--- src/rtl/phase_cycler_if.sv ---
// phase_cycler_if: control and status bundle for phase_cycler.
// phase_onehot exists only when CYCLER_ONEHOT_EN is defined.
interface phase_cycler_if #(
`ifdef CYCLER_ONEHOT_EN
  parameter int NUM_PHASES = 3,
`endif
  parameter int PHASE_W = 2,
  parameter int DWELL_W = 8
);

  logic               enable;
  logic               dir;
  logic [DWELL_W-1:0] dwell;
  logic               load;
  logic [PHASE_W-1:0] load_phase;

  logic [PHASE_W-1:0] cycle_out;
  logic               phase_tick;
  logic               wrap;
  logic               load_err;
`ifdef CYCLER_ONEHOT_EN
  logic [NUM_PHASES-1:0] phase_onehot;
`endif

  modport master (
    output enable,
    output dir,
    output dwell,
    output load,
    output load_phase,
    input  cycle_out,
    input  phase_tick,
    input  wrap,
`ifdef CYCLER_ONEHOT_EN
    input  phase_onehot,
`endif
    input  load_err
  );

  modport slave (
    input  enable,
    input  dir,
    input  dwell,
    input  load,
    input  load_phase,
    output cycle_out,
    output phase_tick,
    output wrap,
`ifdef CYCLER_ONEHOT_EN
    output phase_onehot,
`endif
    output load_err
  );

endinterface

--- src/rtl/phase_cycler.sv ---
// phase_cycler: up/down phase sequencer with per-phase dwell and load.
// Optional one-hot phase decode is built when CYCLER_ONEHOT_EN is defined.
module phase_cycler #(
  parameter int NUM_PHASES = 3,
  parameter int PHASE_W    = 2,
  parameter int DWELL_W    = 8
) (
  input logic           clk,
  input logic           reset,
  phase_cycler_if.slave bus
);

  localparam logic [PHASE_W-1:0] LAST =
    PHASE_W'(NUM_PHASES - 1);
  localparam logic [PHASE_W:0] NP_EXT =
    (PHASE_W+1)'(NUM_PHASES);

  logic [PHASE_W-1:0] ph;
  logic [PHASE_W-1:0] ph_nxt;
  logic [PHASE_W-1:0] ph_up;
  logic [PHASE_W-1:0] ph_dn;
  logic [DWELL_W-1:0] dc;
  logic [DWELL_W-1:0] dc_nxt;
  logic               tick;
  logic               tick_nxt;
  logic               wrap;
  logic               wrap_nxt;
  logic               err;
  logic               err_nxt;
  logic               load_ok;
  logic               run;
  logic               adv;

  // Loads outside the phase range are rejected, never truncated.
  assign load_ok = {1'b0, bus.load_phase} < NP_EXT;

  // Dwell is compared live with >= so a lowered dwell advances at once.
  assign run = !bus.load && bus.enable;
  assign adv = run && (dc >= bus.dwell);

  // Neighbouring phases with wrap at both ends of the range.
  assign ph_up = (ph == LAST) ? '0 : ph + 1'b1;
  assign ph_dn = (ph == '0) ? LAST : ph - 1'b1;

  // Next-state select: load beats enable, enable beats hold.
  always_comb begin
    ph_nxt   = ph;
    dc_nxt   = dc;
    tick_nxt = 1'b0;
    wrap_nxt = 1'b0;
    err_nxt  = 1'b0;
    unique case (1'b1)
      bus.load && load_ok: begin
        ph_nxt = bus.load_phase;
        dc_nxt = '0;
      end
      bus.load && !load_ok: begin
        err_nxt = 1'b1;
      end
      adv: begin
        dc_nxt   = '0;
        tick_nxt = 1'b1;
        if (bus.dir) begin
          ph_nxt   = ph_dn;
          wrap_nxt = (ph == '0);
        end else begin
          ph_nxt   = ph_up;
          wrap_nxt = (ph == LAST);
        end
      end
      run && !adv: begin
        dc_nxt = dc + 1'b1;
      end
      default: ;
    endcase
  end

  // Phase, dwell counter and strobes, all cleared asynchronously.
  always_ff @(posedge clk or posedge reset) begin
    if (reset) begin
      ph   <= '0;
      dc   <= '0;
      tick <= 1'b0;
      wrap <= 1'b0;
      err  <= 1'b0;
    end else begin
      ph   <= ph_nxt;
      dc   <= dc_nxt;
      tick <= tick_nxt;
      wrap <= wrap_nxt;
      err  <= err_nxt;
    end
  end

  assign bus.cycle_out  = ph;
  assign bus.phase_tick = tick;
  assign bus.wrap       = wrap;
  assign bus.load_err   = err;

`ifdef CYCLER_ONEHOT_EN
  // One-hot decode of the registered phase; only comb output path.
  always_comb begin
    bus.phase_onehot = '0;
    for (int i = 0; i < NUM_PHASES; i++) begin
      if (ph == PHASE_W'(i)) begin
        bus.phase_onehot[i] = 1'b1;
      end
    end
  end
`endif

endmodule
--- src/flat_wrapper.sv ---
// flat-port wrapper written by rule: the top's interface ports become plain ports
module phase_cycler_flat 
#(
  parameter int NUM_PHASES = 3,
  parameter int PHASE_W    = 2,
  parameter int DWELL_W    = 8
)
  (clk, reset, bus_enable, bus_dir, bus_dwell, bus_load, bus_load_phase, bus_cycle_out, bus_phase_tick, bus_wrap, bus_load_err);
  phase_cycler_if #(.PHASE_W(PHASE_W), .DWELL_W(DWELL_W)) bus_i ();
  input logic clk;
  input logic reset;
  input wire logic [$bits(bus_i.enable)-1:0] bus_enable;
  input wire logic [$bits(bus_i.dir)-1:0] bus_dir;
  input wire logic [$bits(bus_i.dwell)-1:0] bus_dwell;
  input wire logic [$bits(bus_i.load)-1:0] bus_load;
  input wire logic [$bits(bus_i.load_phase)-1:0] bus_load_phase;
  output wire logic [$bits(bus_i.cycle_out)-1:0] bus_cycle_out;
  output wire logic [$bits(bus_i.phase_tick)-1:0] bus_phase_tick;
  output wire logic [$bits(bus_i.wrap)-1:0] bus_wrap;
  output wire logic [$bits(bus_i.load_err)-1:0] bus_load_err;
  assign bus_i.enable = bus_enable;
  assign bus_i.dir = bus_dir;
  assign bus_i.dwell = bus_dwell;
  assign bus_i.load = bus_load;
  assign bus_i.load_phase = bus_load_phase;
  assign bus_cycle_out = bus_i.cycle_out;
  assign bus_phase_tick = bus_i.phase_tick;
  assign bus_wrap = bus_i.wrap;
  assign bus_load_err = bus_i.load_err;
  phase_cycler #(.NUM_PHASES(NUM_PHASES), .PHASE_W(PHASE_W), .DWELL_W(DWELL_W)) u_core (.clk(clk), .reset(reset), .bus(bus_i));
endmodule
--- config.mk ---
export PLATFORM = sky130hd
export DESIGN_NAME = phase_cycler_flat
export DESIGN_NICKNAME = d
export VERILOG_FILES = /design/src/rtl/phase_cycler_if.sv /design/src/rtl/phase_cycler.sv /design/src/flat_wrapper.sv
export SDC_FILE = /design/constraint.sdc
export NUM_CORES = 1
export LEC_CHECK = 0
export ABC_AREA = 1
export BUFFER_PORTS_ARGS = -buffer_cell sky130_fd_sc_hd__buf_2
export CAP_MARGIN = 40
export CORE_ASPECT_RATIO = 1.2
export CORE_MARGIN = 2
export CORE_UTILIZATION = 47
export CTS_CLUSTER_DIAMETER = 80
export DETAILED_ROUTE_END_ITERATION = 12
export GPL_TIMING_DRIVEN = 0
export PLACE_DENSITY = 0.69
export SLEW_MARGIN = 40
export SYNTH_ARGS = -nofsm -noshare
export SYNTH_HDL_FRONTEND = slang
export SYNTH_SLANG_ARGS = --single-unit
--- constraint.sdc ---
create_clock -name clk -period 2 [get_ports clk]
set_input_delay 0.3 -clock clk [delete_from_list [all_inputs] [get_ports clk]]
set_output_delay 0.3 -clock clk [all_outputs]
set_load 0.02 [all_outputs]
==> impl_metrics.csv <==
group,metric,value,unit
outcome,status,"completed",
worst_setup_path,required,2.18,ns
finish,final_common_cell,"nand2_1",
worst_setup_path,r2r_cells,9,
clock_network,clock_latency,0.29,ns
synth,avgSynthCellArea,8.06,µm²
grt,grt_max_degree,14,
clock_network,clk_pin_slew,0.08,ns
clock_network,htreeDepth,1,
die,coreArea,2120,µm²
clock_network,cts_buffer_depth,2,
synth,synth_area_leaders,"dfrtp_1 (30%), ha_1 (16%), nand2_1 (13%)",
timing,fin_skew,0.00645,ns
drt,drcViolationCount,0,
timing,setup-tns-final,0,ns
clock_network,cts_sinks,13,
drt,firstDrtPassIters,4,
die,die_h,56.3,µm
synth,synth_area,1070,µm²
drt,via_per_inst,4.75,
synth,synth_cells,133,
finish,multiInputGateArea,642,µm²
synth,synth_top_family_by_area,"simple AND/OR/NAND/NOR gates",
job,drv_cap,0,
finish,final_area,1230,µm²
synth,yosys.area.top_type,"dfrtp_1",
drt,ant_nets,0,
clock_network,post_cts_buffers,0,
worst_setup_path,timing.rr.start,"u_core.dc[5]",
placement,place_congestion,0.799,
worst_setup_path,endpoint_kind,"register",
worst_setup_path,cp_max_fo,6,
synth,synth-simple-area-share,35.2,%
finish,regArea,325,µm²
timing,tightest_slew,0.521,ns
drt,wl_per_cell,10.6,µm
synth,synth_compound_area_share,5.72,%
finish,layout-drive-gt1-share,29.5,%
worst_setup_path,criticalPathCategory,"register to register",
die,die_w,47.6,µm
die,rows,18,
grt,grt_pass1_vias,943,
synth,yosys_warnings,0,
grt,grt_first_pass_wirelength,3800,µm
synth,post_synth_num_cell_types,27,
finish,syn2layout_area_growth,14.8,%
placement,io_buffers,19,
synth,syn-num-nets,162,
clock_network,cts_buffers,3,
finish,num-nets-final,186,
worst_setup_path,arrival,1.79,ns
synth,muxShareOfSynthArea,0.933,%
timing,fin_crit,1.61,ns
timing,final-hold-violation-count,0,
finish,final_cell_mix,"nand2_1 (36), inv_1 (24), buf_2 (19)",
clock_network,root_buffer,"clkbuf_4",
synth,ys_ff_latch,13,
die,ios,20,
power,vdd_drop_max,0.000395,V
timing,rsz0062_at_grt,"no",
power,power_leakage,0.000744,µW
hold_path,min_path_type,"primary input to async pin",
synth,synth_top_area_share,30.3,%
synth,yosys.area_share.adder,16.3,%
timing,finalSetupViolations,0,
worst_setup_path,worstReg2RegEnd,"u_core.bus.cycle_out[1]",
die,die-area,2680,µm²
clock_network,hold_buffers,0,
clock_network,cts_tree,"done",
power,p_per_area,483,nW/µm²
timing,slew_violations,0,
timing,fin_crit_sh,80.6,%
drt,routed_wl,1960,µm
power,total_power,594,µW
worst_setup_path,reg2reg_slack,0.39,ns
finish,n_fill_cell,220,
synth,synth_xor_area_share,1.63,%
clock_network,cts_resized,0,
grt,track_usage,19.3,%
timing,relSlewSlack,65.2,%
timing,max_clock_freq,621,MHz
placement,dp.final_hpwl,1590,µm
grt,grt_overflow,0,
placement,dpl-instance-area,1200,µm²
drt,drt_iter0_drc,7,
worst_setup_path,cp-start-kind,"register",
timing,worst_hold_slack,0.0271,ns
synth,seq_area_frac_synth,30.3,%
die,start_util,50.7,%
drt,vias,883,
grt,antenna_found_initial,0,
finish,num_antenna_cells,0,
==> routing by layer <==
layer  global-route usage, %  up-vias  share of wire (%)
met5                       0        -                  0
met3                    5.79        3                3.6
li1                        -      458                  -
met4                    4.63        0                1.1
met1                    22.7      407                 41
met2                    33.0       15                 54
==> layout make-up <==
class / instances / share of cell area, %
Sequential cell: 13 / 26.4
Multi-Input combinational cell: 92 / 52.1
Clock buffer: 4 / 2.13
Timing Repair Buffer: 19 / 7.72
Inverter: 28 / 8.54
Tap cell: 30 / 3.05
==> registers in the layout, summed over array words and instances (netlist names) <==
| register | flops |
|---|---|
| u_core.dc | 8 |
| u_core.bus.wrap | 1 |
| u_core.bus.phase_tick | 1 |
| u_core.bus.cycle_out | 2 |
| u_core.bus.load_err | 1 |
==> cell usage after synthesis, drive strengths merged <==
cell type and number:
xor2 2, a21o 1, o21ai 5, nand3 12, nor3 3, mux2i 1, nand4 2, ha 14
a21oi 2, dfrtp 13, inv 28, o21a 1, nor2 9, nor3b 1, nand2 39
==> through the flow <==
| stage | utilization [%] | setup slack [ns] | instances |
|---|---|---|---|
| 3_5_place_dp | 56.9 | 0.397 | 182 |
| 4_1_cts | 58.2 | 0.379 | 186 |
| 6_report | 58.2 | 0.389 | 186 |
| 5_1_grt | 58.2 | 0.251 | 186 |
| 2_1_floorplan | - | 0.528 | 133 |
| 3_3_place_gp | 56.9 | 0.419 | 182 |
==> worst max-delay path by stage <==
stage                      start                       to  slack (ns)  cells past startpoint
floorplan           u_core.dc[5]  u_core.bus.cycle_out[1]        0.53                      9
global placement    u_core.dc[5]  u_core.bus.cycle_out[0]        0.42                      9
detailed placement  u_core.dc[6]  u_core.bus.cycle_out[1]        0.40                      8
CTS                 u_core.dc[6]  u_core.bus.cycle_out[1]        0.38                      8
global route        u_core.dc[5]             u_core.dc[4]        0.25                      8
finish              u_core.dc[5]  u_core.bus.cycle_out[1]        0.39                      9
==> power by group <==
| part | total (µW) | switching, µW | internal [µW] |
|---|---|---|---|
| sequential | 289 | 14.1 | 275 |
| combinational | 135 | 83.0 | 51.7 |
| clock | 170 | 92.7 | 77.7 |
| total | 594 | 190 | 405 |
==> critical path, cell delays in order, from the launching register on <==
cell	delay, ns
dfrtp_1	0.44
ha_1	0.32
a21oi_1	0.15
nor2_1	0.07
nor2_4	0.10
nand3_4	0.14
nand2_4	0.13
nand2_1	0.05
nand2_1	0.05
nand2_1	0.05
==> cells by family (layout without fill, tap and decap cells) <==
family | Yosys count | after routing
adders and majority gates | 14 | 14
muxes | 1 | 1
xor gates and xnor gates | 2 | 2
buffers and inverters | 28 | 51
and+or+nand+nor | 66 | 66
DFF | 13 | 13
AOI/OAI and AO/OA | 9 | 9
No activity file was read; power rests on OpenSTA's default activity.
